--- config.mk ---
export PLATFORM = sky130hd
export DESIGN_NAME = mlp_argmax_flat
export DESIGN_NICKNAME = d
export VERILOG_FILES = /design/src/rtl/mlp_pkg.sv /design/src/rtl/mlp_argmax_if.sv /design/src/rtl/mlp_argmax_step.sv /design/src/rtl/mlp_argmax.sv /design/src/flat_wrapper.sv
export SDC_FILE = /design/constraint.sdc
export NUM_CORES = 1
export LEC_CHECK = 0
export CORE_ASPECT_RATIO = 0.9
export CORE_UTILIZATION = 55
export DETAILED_ROUTE_END_ITERATION = 7
export PLACE_DENSITY_LB_ADDON = 0.08
export SYNTH_ARGS = -nofsm -noshare
export SYNTH_HDL_FRONTEND = slang
export SYNTH_SLANG_ARGS = --single-unit
--- constraint.sdc ---
create_clock -name clk -period 7.83 [get_ports clk]
set_clock_uncertainty 0.2 [all_clocks]
set_input_delay 1.566 -clock clk [delete_from_list [all_inputs] [get_ports clk]]
set_output_delay 1.566 -clock clk [all_outputs]
set_load 0.03 [all_outputs]
--- src/rtl/mlp_pkg.sv ---
// Constants and types shared by the 64->8->10 MLP core and its argmax back-end.
package mlp_pkg;
    localparam int OUT_DIM = 10;
    localparam int ACCW    = 32;
    localparam int IDXW    = 4;

    typedef enum logic [1:0] {
        IDLE = 2'd0,
        SCAN = 2'd1,
        DONE = 2'd2
    } state_t;

    localparam logic signed [ACCW-1:0] MIN_LOGIT = {1'b1, {(ACCW-1){1'b0}}};

    // Sign-extend both operands so the difference cannot wrap.
    function automatic logic [ACCW:0] calc_margin(input logic signed [ACCW-1:0] best,
                                                  input logic signed [ACCW-1:0] second);
        return {best[ACCW-1], best} - {second[ACCW-1], second};
    endfunction
endpackage

--- src/rtl/mlp_argmax_if.sv ---
// Logit-in / decision-out handshake bundle of the argmax back-end.
interface mlp_argmax_if;
    import mlp_pkg::*;

    logic                    in_valid;
    logic                    in_ready;
    logic [OUT_DIM*ACCW-1:0] logits_flat;
    logic                    out_valid;
    logic                    out_ready;
    logic [IDXW-1:0]         class_idx;
    logic [ACCW-1:0]         max_logit;
    logic [ACCW:0]           margin;

    modport master (
        output in_valid, logits_flat, out_ready,
        input  in_ready, out_valid, class_idx, max_logit, margin
    );

    modport slave (
        input  in_valid, logits_flat, out_ready,
        output in_ready, out_valid, class_idx, max_logit, margin
    );
endinterface

--- src/rtl/mlp_argmax_step.sv ---
// One compare step of the running max / runner-up scan; ties keep the lower index.
module mlp_argmax_step
    import mlp_pkg::*;
(
    input  logic signed [ACCW-1:0] best,
    input  logic signed [ACCW-1:0] second,
    input  logic        [IDXW-1:0] idx,
    input  logic signed [ACCW-1:0] cand,
    input  logic        [IDXW-1:0] k,
    output logic signed [ACCW-1:0] best_nx,
    output logic signed [ACCW-1:0] second_nx,
    output logic        [IDXW-1:0] idx_nx
);

    // Strictly greater takes the lead; an equal value only becomes runner-up.
    always_comb begin
        best_nx   = best;
        second_nx = second;
        idx_nx    = idx;
        if (cand > best) begin
            second_nx = best;
            best_nx   = cand;
            idx_nx    = k;
        end else if (cand > second) begin
            second_nx = cand;
        end else begin
            second_nx = second;
        end
    end

endmodule

--- src/rtl/mlp_argmax.sv ---
// Sequential argmax over OUT_DIM signed logits: one compare per cycle, reports
// winner index, winning logit and margin to the runner-up.
module mlp_argmax
    import mlp_pkg::*;
(
    input  logic         clk,
    input  logic         rst_n,
    mlp_argmax_if.slave  bus
);

    state_t                 state_r;
    state_t                 state_nx_s;
    logic signed [ACCW-1:0] logit_r [OUT_DIM];
    logic signed [ACCW-1:0] best_r;
    logic signed [ACCW-1:0] second_r;
    logic        [IDXW-1:0] idx_r;
    logic        [IDXW-1:0] k_r;
    logic        [IDXW-1:0] class_idx_r;
    logic signed [ACCW-1:0] max_logit_r;
    logic        [ACCW:0]   margin_r;
    logic signed [ACCW-1:0] cand_s;
    logic signed [ACCW-1:0] best_nx_s;
    logic signed [ACCW-1:0] second_nx_s;
    logic        [IDXW-1:0] idx_nx_s;
    logic                   last_s;
    logic                   in_ready_s;
    logic                   out_valid_s;

    assign cand_s = logit_r[k_r];
    assign last_s = (k_r == IDXW'(OUT_DIM - 1));

    mlp_argmax_step u_step (
        .best      (best_r),
        .second    (second_r),
        .idx       (idx_r),
        .cand      (cand_s),
        .k         (k_r),
        .best_nx   (best_nx_s),
        .second_nx (second_nx_s),
        .idx_nx    (idx_nx_s)
    );

    // State register.
    always_ff @(posedge clk or negedge rst_n) begin
        if (!rst_n) begin
            state_r <= IDLE;
        end else begin
            state_r <= state_nx_s;
        end
    end

    // Next state and handshake outputs, decoded from state only.
    always_comb begin
        state_nx_s  = state_r;
        in_ready_s  = 1'b0;
        out_valid_s = 1'b0;
        case (state_r)
            IDLE: begin
                in_ready_s = 1'b1;
                if (bus.in_valid) begin
                    state_nx_s = SCAN;
                end else begin
                    state_nx_s = IDLE;
                end
            end
            SCAN: begin
                if (last_s) begin
                    state_nx_s = DONE;
                end else begin
                    state_nx_s = SCAN;
                end
            end
            DONE: begin
                out_valid_s = 1'b1;
                if (bus.out_ready) begin
                    state_nx_s = IDLE;
                end else begin
                    state_nx_s = DONE;
                end
            end
            default: begin
                state_nx_s = IDLE;
            end
        endcase
    end

    // Logit capture, running scan state and registered result fields.
    always_ff @(posedge clk or negedge rst_n) begin
        if (!rst_n) begin
            for (int i = 0; i < OUT_DIM; i++) begin
                logit_r[i] <= '0;
            end
            best_r      <= '0;
            second_r    <= '0;
            idx_r       <= '0;
            k_r         <= '0;
            class_idx_r <= '0;
            max_logit_r <= '0;
            margin_r    <= '0;
        end else begin
            case (state_r)
                IDLE: begin
                    if (bus.in_valid) begin
                        for (int i = 0; i < OUT_DIM; i++) begin
                            logit_r[i] <= bus.logits_flat[i*ACCW +: ACCW];
                        end
                        best_r   <= bus.logits_flat[ACCW-1:0];
                        second_r <= MIN_LOGIT;
                        idx_r    <= '0;
                        k_r      <= IDXW'(1);
                    end
                end
                SCAN: begin
                    best_r   <= best_nx_s;
                    second_r <= second_nx_s;
                    idx_r    <= idx_nx_s;
                    if (last_s) begin
                        k_r         <= '0;
                        class_idx_r <= idx_nx_s;
                        max_logit_r <= best_nx_s;
                        margin_r    <= calc_margin(best_nx_s, second_nx_s);
                    end else begin
                        k_r <= k_r + IDXW'(1);
                    end
                end
                default: begin
                    k_r <= k_r;
                end
            endcase
        end
    end

    assign bus.in_ready  = in_ready_s;
    assign bus.out_valid = out_valid_s;
    assign bus.class_idx = class_idx_r;
    assign bus.max_logit = max_logit_r;
    assign bus.margin    = margin_r;

endmodule
--- src/flat_wrapper.sv ---
// flat-port wrapper written by rule: the top's interface ports become plain ports
module mlp_argmax_flat import mlp_pkg::*;
  (clk, rst_n, bus_in_valid, bus_logits_flat, bus_out_ready, bus_in_ready, bus_out_valid, bus_class_idx, bus_max_logit, bus_margin);
  mlp_argmax_if bus_i ();
  input  logic clk;
  input  logic rst_n;
  input wire logic [$bits(bus_i.in_valid)-1:0] bus_in_valid;
  input wire logic [$bits(bus_i.logits_flat)-1:0] bus_logits_flat;
  input wire logic [$bits(bus_i.out_ready)-1:0] bus_out_ready;
  output wire logic [$bits(bus_i.in_ready)-1:0] bus_in_ready;
  output wire logic [$bits(bus_i.out_valid)-1:0] bus_out_valid;
  output wire logic [$bits(bus_i.class_idx)-1:0] bus_class_idx;
  output wire logic [$bits(bus_i.max_logit)-1:0] bus_max_logit;
  output wire logic [$bits(bus_i.margin)-1:0] bus_margin;
  assign bus_i.in_valid = bus_in_valid;
  assign bus_i.logits_flat = bus_logits_flat;
  assign bus_i.out_ready = bus_out_ready;
  assign bus_in_ready = bus_i.in_ready;
  assign bus_out_valid = bus_i.out_valid;
  assign bus_class_idx = bus_i.class_idx;
  assign bus_max_logit = bus_i.max_logit;
  assign bus_margin = bus_i.margin;
  mlp_argmax u_core (.clk(clk), .rst_n(rst_n), .bus(bus_i));
endmodule
-- Word-level counts from Yosys, hierarchy flattened
Cells that the tools add are included.
- input port bits: 324
- output and inout bits: 71
- bits in registers: 463
- logic and storage cells: 55
- multiplexer cells: 22
- bitwise operators: 1
- magnitude comparators: 3
- reductions and logical operators: 5
- equal/unequal tests: 4
- add/subtract/negate cells: 2
- operators by type and width (kind ; number):
    32-bit 2-to-1 mux ; 7
    32-bit binary-select mux with 4-bit select ; 1
    32-bit case mux with 2 select lines ; 2
    32-bit > comparator ; 2
    32-bit by 32-bit subtractor with 33-bit output ; 1
    4-bit 2-to-1 mux ; 4
    4-bit case mux with 2 select lines ; 2
    2-bit case mux with 3 select lines ; 1
    2-bit AND reduction ; 3
    5-bit greater-or-equal comparator (second input constant) ; 1
    4-bit NOT with 5-bit output ; 1
    4-bit by 1-bit adder with 4-bit output (second input constant) ; 1
    4-bit == test (second input constant) ; 1
    2-bit 2-to-1 mux ; 2
    1-bit 2-to-1 mux ; 3
    2-bit by 1-bit == test with 1-bit output (second input constant) ; 1
    2-bit == test (second input constant) ; 1
    2-bit logical NOT ; 1
    2-bit inequality test (second input constant) ; 1
    2-bit nonzero test ; 1

-- Logic depth before layout (Yosys ltp)
Gate-level depths: netlist of the first run.
- word-level depth: 8
- depth in mapped cells: 32
- mapped depth without buffers: 27

-- Hierarchy
From an unflattened synthesis of the first run, not the netlist that was laid out.
- cell total of the unflattened synthesis: 2096
- area, all modules: 24531.0 µm²
- by module, submodules not included (module ; instances ; sequential area each (µm²) ; cells each ; area each (µm²)):
    mlp_argmax ; 1 ; 11586.1 ; 1754 ; 21734.6
    mlp_argmax_step ; 1 ; 0.0 ; 342 ; 2796.4

-- Worst setup path after synthesis of the first run
No wires, ideal clock.
- kind: register to register
- from: reg u_core.k_r[0]
- to: reg u_core.margin_r[27], in the netlist u_core.bus.margin[27]
- setup slack: 880 ps
- stages on the path, launching flop included: 31
- arrival: 6618 ps
- clock period less this slack: 6950 ps
- buffers on the path: 8
- required time: 7498 ps
- library setup time: 132 ps
- cells stage by stage: dfrtp_1 > clkbuf_1 > buf_2 > clkbuf_1 > mux2_2 > a22oi_1 > o22a_1 > inv_2 > ha_1 > a21o_1 > a21o_1 > a221oi_1 > o211ai_1 > a21o_1 > a211oi_1 > buf_2 > buf_2 > buf_2 > buf_2 > a21oi_1 > ha_1 > buf_6 > a21o_1 > a31o_1 > a221o_1 > a221o_1 > a41o_1 > a221o_2 > o311ai_2 > xor2_1 > o21ai_1
- word-level cells in the longest chain between the ends: 8
- elaborated cells on any way between the ends: 12
- those cells by class: 1 x add/sub; 2 x order compare; 1 x eq/ne; 6 x mux; 1 x bitwise; 1 x reduce/logical
- ends and longest elaborated chain (item ; line ; source):
    start: declaration ; mlp_argmax.sv:17 ; logic [IDXW-1:0] k_r;
    start signal: assignment ; mlp_argmax.sv:123 ; k_r <= k_r + IDXW'(1);
    start signal: assignment ; mlp_argmax.sv:127 ; k_r <= k_r;
    4-bit NOT with 5-bit output (implied by the code) ; mlp_argmax.sv:29 ; assign cand_s = logit_r[k_r];
    32-bit binary-select mux with 4-bit select ; mlp_argmax.sv:29 ;
    32-bit 2-to-1 mux (implied by the code) (2 in a row) ; mlp_argmax.sv:29 ;
    32-bit > comparator ; mlp_argmax_step.sv:24 ; end else if (cand > second) begin
    32-bit 2-to-1 mux ; mlp_argmax_step.sv:24 ;
    32-bit 2-to-1 mux ; mlp_argmax_step.sv:20 ; if (cand > best) begin
    32-bit by 32-bit subtractor with 33-bit output ; mlp_pkg.sv:18 ; return {best[ACCW-1], best} - {second[ACCW-1], second};
    end signal: assignment ; mlp_argmax.sv:121 ; margin_r <= calc_margin(best_nx_s, second_nx_s);
    end: declaration ; mlp_argmax.sv:20 ; logic [ACCW:0] margin_r;
Several ways; a longest one is shown, not always the timed one. The select of a mux whose other input is x is not followed.
A chain may end at the register's enable or synchronous reset.

-- Worst setup path in the final report of the first run
- from: reg u_core.k_r[0]
- to: reg u_core.margin_r[20], in the netlist u_core.bus.margin[20]
The elaborated chain is that of the path after synthesis.

==> out/metrics.yaml, run 1 <==
status: "complete, no violations"
r2r_start: "u_core.k_r[0]"
clk_latency_ps: 610
dp_hpwl_mm: 55.52
grtUsageTotal_pct: 34.34
grt_pass1_vias: 22181
routed.top_layer: "met5"
antenna_cells: 0
h-tree-depth: 2
area.sequential_sq_um: 11590
wl_met1_mm: 31.74
grt_max_degree: 245
ys_warn_count: 0
cts_root_buf: "clkbuf_16"
layout.nets: 3599
drive_gt1_share_pct: 9.863
synth_top_area_share_pct: 47.05
dieArea_sq_um: 45630
fill_cells: 3475
cts_inserted_buffers: 48
viasPerCell: 5.724
yosysMostFrequentCell: "nand2_1"
synth_fa_ha_area_share_pct: 5.111
dr.pass1.iters: 7
gp_congestion: 0.9534
start_util_pct: 55.71
multi_input_area_sq_um: 12020
grt_pass1_wl_mm: 120.6
layout_setup_ws_ps: 434.7
synth-compound-area-share_pct: 11.88
yosysTopAreaCell: "dfrtp_1"
holdCritPathClass: "flop to flop"
antenna_found_initial: 3
die_h_microns: 202.7
place_ws_ps: 424.6
yosysUniqueCellTypes: 61
vias: 21830
drv_slew: 0
route.detailed.drc: 0
grt_overflow_total: 0
synth-main-ff-cell: "dfrtp_1"
area_delta_synth_final_pct: 26.28
clock.fmax_ghz: 0.1352
synthesis.area_sq_um: 24630
crit_fanout: 45
antenna_left: 0
io_pins: 395
crit_path_start: "u_core.k_r[0]"
numPortBuffers: 394
wire_per_inst_microns: 20.41
arrival_ps: 7660
num_rows: 73
synth-edff-count: 0
maxCapViolations: 0
synthCells: 2831
crit_type: "flop to flop"
finalHoldViolCount: 0
avgSynthCellArea_sq_um: 8.699
synth_seq_cells: 463
clk_pin_slew_worst_paths_ps: 60
cts_hold_buf: 0
slew_headroom_pct: 15.10
drt-initial-drc-count: 2048
cts.sinks: 463
synth.area.top_cells: "dfrtp_1 47%, nand2_1 17%, ha_1 5.0%, mux2_2 3.7%, mux4_2 3.1%"
synthTopCellsByCount: "1136 x nand2_1, 463 x dfrtp_1, 149 x clkbuf_1"
max_stage_delay_ps: 610
core_area_sq_um: 44210
setup_viol: 0
cts_tree: "yes"
wl_mm: 77.84
syn_nets: 3255
synth_xor_area_share_pct: 0.9602
worstMarginPinSlew_ps: 1273
wl_met2_mm: 36.81
synthSimpleGateAreaFrac_pct: 21.79
hold_path.startpoint: "u_core.logit_r[89]"
finalCritPeriodShare_pct: 94.45
async_flop_share_pct: 100.0
seq_area_frac_synth_pct: 47.05
route.met3.wl_mm: 5.175
yosys-mux-area-fraction_pct: 8.789
clk_path_buf_depth: 3
end_kind: "flop"
die_w_microns: 225.1
required_ps: 8100
cp_slowest_cell: "dfrtp_4"
period_needed_ps: 7395
synth_top_family_by_area: "simple AND/OR/NAND/NOR gates"
critPathLaunchType: "flop"
[placed cells by master (no fill, tap or decap), types with 4 or more instances in the layout]
| master | instances |
|---|---|
| nor2b_1 | 8 |
| inv_2 | 30 |
| nand3_1 | 14 |
| buf_12 | 9 |
| o21a_1 | 6 |
| a211oi_1 | 35 |
| a221oi_1 | 4 |
| dfrtp_1 | 461 |
| and3_1 | 36 |
| mux2_1 | 12 |
| mux4_2 | 34 |
| nand4_1 | 11 |
| a211o_1 | 30 |
| nand2b_1 | 6 |
| o22a_1 | 30 |
| a22oi_1 | 60 |
| xor2_1 | 13 |
| o211ai_1 | 7 |
| nor3_1 | 38 |
| a31oi_1 | 6 |
| clkbuf_8 | 10 |
| o21ai_1 | 55 |
| clkbuf_16 | 49 |
| a21oi_1 | 110 |
| o21ai_0 | 43 |
| a21o_1 | 25 |
| o21bai_1 | 4 |
| mux2i_1 | 34 |
| nand2_1 | 1134 |
| clkbuf_1 | 14 |
| nor4_1 | 4 |
| nor2_1 | 82 |
| inv_1 | 77 |
| clkinv_2 | 7 |
| mux2_2 | 82 |
| ha_1 | 99 |
| bufinv_16 | 5 |
| buf_4 | 66 |
| clkdlybuf4s50_1 | 393 |
| xnor2_1 | 14 |
[final timing paths]
check,to,slack (ps),depth (start not counted)
setup reg to reg,u_core.bus.margin[20],430,28
hold reg to reg,u_core.logit_r[89],270,2
setup / recovery,u_core.bus.margin[20],430,28
min in group asynchronous,u_core.logit_r[217],840,1
max in group asynchronous,u_core.best_r[28],5050,2
hold / removal,u_core.logit_r[89],270,2
[repair_timing]
action	CTS	global route
gates resized for setup	0	1
setup buffers	0	18
endpoints found under the setup margin	0	13
[layer usage]
metal	vias up	global-route usage (%)
met4	6	17.47
met5	-	0
met1	10655	44.45
li1	10137	-
met2	826	55.88
met3	206	5.673
[worst max-delay path, delay by kind of cell (launching register included)]
family                     cells  cell delay (ps)
AOI/OAI and AO/OA             13             3120
and+or+nand+nor                5             1020
adders and majority gates      3              880
buffers and inverters          5              780
DFF                            1              610
muxes                          1              480
xor gates and xnor gates       1              150
[through the flow]
stage          setup TNS, ps  std cells  hold WS, ps  instance area, sq um  utilization (%)
6_report                   0       3814        268.5                 31100            70.35
5_1_grt               -16.96       3814        287.1                 31100            70.35
4_1_cts                    0       3796        272.6                 30920            69.94
3_5_place_dp               0       3707        256.7                 29260            66.19
3_3_place_gp               0       3707        252.4                 29260            66.19
2_1_floorplan              0       2831        238.5                 24630                -
[registers in the layout (all words and copies together), names as in the netlist]
register,count
u_core.k_r,4
u_core.logit_r,320
u_core.state_r,2
u_core.bus.margin,33
u_core.best_r,32
u_core.second_r,32
u_core.bus.class_idx,4
u_core.idx_r,4
u_core.bus.max_logit,32
[area by class of cell]
cell class              count  area share, %
well taps                 600          2.414
inverters                 107          1.291
multi-input cells        2084          38.64
repair buffers            471          15.05
flip-flops and latches    463          37.28
clock inverters            16         0.7765
clock buffers              73          4.554
[cell families (layout without fill, tap and decap cells)]
kind of cell,Yosys count,after routing
simple gates,1353,1353
flops,463,463
fa+ha+maj,100,100
buf+inv,284,667
mux,162,162
compound gates,442,442
xor+xnor,27,27
Power of run 1 is left out: the tool's default activity adds up to more than one toggle a clock period on the data nets, which glitch-free logic cannot reach.
==> run 2, diff against run 1 <==
SETUP_SLACK_MARGIN = 0.4   (was not set)
==> run 2 against run 1 <==
  * Count of clock-buffer cells in the layout unchanged
  * Worst hold slack improved by 1.3 ps
  * Setup slack better by 250 ps
  * Cell area increased by 0.27%
  * Routed wire length increased by 0.92%
  * Critical path depth fell by 1
  * Core utilization is 0.19 points higher
  * Via count grew 0.81%
  * First-iteration DRC count shrank 6.8%
  * Sequential share of layout area is 0.10 points lower
  * Largest cell class unchanged
  * Cell count about the same
  * Non-clock buffer count is 2 higher
==> out/metrics.yaml, run 2 (same netlist as run 1, synthesis figures left out) <==
numPortBuffers: 394  # unchanged
gp_congestion: 0.9534  # unchanged
grtUsageTotal_pct: 34.41  # was 34.34%
area_delta_synth_final_pct: 26.62  # was 26.28%
cts.sinks: 463  # unchanged
cp_slowest_cell: "dfrtp_4"  # unchanged
grt_pass1_wl_mm: 120.8  # was 120.6 mm
grt_max_degree: 245  # unchanged
die_w_microns: 225.1  # unchanged
arrival_ps: 7470  # was 7660 ps
layout.nets: 3601  # was 3599
final.setup.tns_ps: 0  # unchanged
cts_inserted_buffers: 48  # unchanged
worstMarginPinSlew_ps: 1199  # was 1273 ps
min_path_cells: 2  # unchanged
h-tree-depth: 2  # unchanged
num_rows: 73  # unchanged
start_util_pct: 55.71  # unchanged
end_kind: "flop"  # unchanged
antenna_left: 0  # unchanged
dieArea_sq_um: 45630  # unchanged
clk_latency_ps: 610  # about the same
mostFrequentLayoutCells: "1134 x nand2_1, 461 x dfrtp_1, 393 x clkdlybuf4s50_1"  # unchanged
largest_register_ff_count: 320  # unchanged
wl_mm: 78.56  # was 77.84 mm
clk_pin_slew_worst_paths_ps: 60  # about the same
grt_use_met2_pct: 55.97  # was 55.88%
finalHoldViolCount: 0  # unchanged
vias: 22006  # was 21830
largest-register: "u_core.logit_r"  # unchanged
status: "complete, no violations"  # unchanged
crit_type: "flop to flop"  # unchanged
crit_family: "compound AO/OA/AOI/OAI gates"  # unchanged
clock.fmax_ghz: 0.1401  # was 0.1352 GHz
min_to: "u_core.logit_r[40]"  # was u_core.logit_r[89]
clk_path_buf_depth: 3  # unchanged
drv_slew: 0  # unchanged
final_common_cell: "nand2_1"  # unchanged
die_h_microns: 202.7  # unchanged
met3_usage_pct: 5.731  # was 5.673%
grt_use_met1_pct: 44.47  # was 44.45%
rsz0062_at_grt: "true"
grt_overflow_total: 0  # unchanged
grt.busiest_layer: "met2"  # unchanged
drive_gt1_share_pct: 10.14  # was 9.863%
finalCritPeriodShare_pct: 91.19  # was 94.45%
crit_fanout: 45  # unchanged
slew_headroom_pct: 20.05  # was 15.10%
crit_path_start: "u_core.k_r[0]"  # unchanged
drt-initial-drc-count: 1908  # was 2048
viasPerCell: 5.765  # was 5.724
core_area_sq_um: 44210  # unchanged
cp_num_buf_inv: 4  # was 5
cts_root_buf: "clkbuf_16"  # unchanged
cts_tree: "yes"  # unchanged
period_needed_ps: 7140  # was 7395 ps
holdCritPathClass: "flop to flop"  # unchanged
wire_per_inst_microns: 20.58  # was 20.41 microns
antenna_found_initial: 2  # was 3
grt_pass1_vias: 22230  # was 22181
dp_hpwl_mm: 55.52  # unchanged
hold_path.startpoint: "u_core.logit_r[40]"  # was u_core.logit_r[89]
required_ps: 8160  # was 8100 ps
critPathLaunchType: "flop"  # unchanged
dr.pass1.iters: 6  # was 7
r2r_start: "u_core.k_r[0]"  # unchanged
maxCapViolations: 0  # unchanged
max_stage_delay_ps: 500  # was 610 ps
timing.rr.end: "u_core.bus.margin[31]"  # was u_core.bus.margin[20]
r2r_slack_ps: 690  # was 430 ps
setup_viol: 0  # unchanged
route.detailed.drc: 0  # unchanged
io_pins: 395  # unchanged
r2r_cells: 27  # was 28
run 2: cell count changes in the layout (fill, tap and decap cells not counted), sizes merged:
| cell | before | now |
|---|---|---|
| buf | 78 | 79 |
| clkbuf | 73 | 74 |
| diode | 0 | 1 |
run 2: area by class of cell:
class,count,area (sq um)
diodes,1,2.502
clock buffers,73,1416
clock inverters,16,241.5
fillers,3454,13020
inverters,107,401.6
multi-input cells,2084,12060
flip-flops and latches,463,11590
well taps,600,750.7
repair buffers,473,4720
run 2: how the worst max path moves through the flow:
stage / endpoint / depth (start not counted)
after global placement: u_core.bus.margin[27] / 27
after global routing: u_core.bus.margin[20] / 29
final: u_core.bus.margin[31] / 27
after detailed placement: u_core.bus.margin[31] / 27
after CTS: u_core.bus.margin[20] / 29
after floorplan: u_core.bus.margin[27] / 30
run 2: metrics by stage:
stage                     hold WS [ps]  cell area, sq um  util [%]  worst slack [ps]  instances
after global placement           252.4             29260     66.19             544.3       3707
after floorplan                  238.5             24630         -             879.7       2831
after global routing             287.1             31180     70.53             333.5       3816
after CTS                        272.6             30930     69.97             420.6       3797
final                            269.8             31180     70.54             689.7       3817
after detailed placement         256.7             29260     66.19             424.6       3707
run 2: worst register-to-register path, cell delays in order (launching register included):
cell and delay (ps):
dfrtp_4 500, buf_4 170, buf_12 140, mux4_2 410, a22oi_1 470, o22a_1 270
inv_2 60, ha_1 290, nand2_1 90, o21ai_0 220, a21oi_1 120, o211ai_1 350
a211oi_1 140, a211oi_4 300, buf_12 270, nor2_1 80, a211oi_1 290, a21oi_1 80
ha_1 300, a21o_1 220, a31o_1 190, a221o_1 300, a221o_1 360, a41o_1 250
a221o_2 420, a221oi_2 290, nor3_1 100, nor3_2 170
run 2: repair_timing:
| action | CTS | global route |
|---|---|---|
| hold buffers | 0 | 0 |
| endpoints found under the setup margin | 1 | 20 |
| buffers inserted | 1 | 18 |
| cloned | 0 | 1 |
| resized for setup | 0 | 9 |
| pin swaps | 0 | 1 |
run 2: per-layer routing:
metal	up-vias	wire length, microns
met4	4	4096
met5	-	29
met1	10799	31980
met3	200	5233
li1	10142	-
met2	861	37220
Power of run 2 is left out for the same reason.
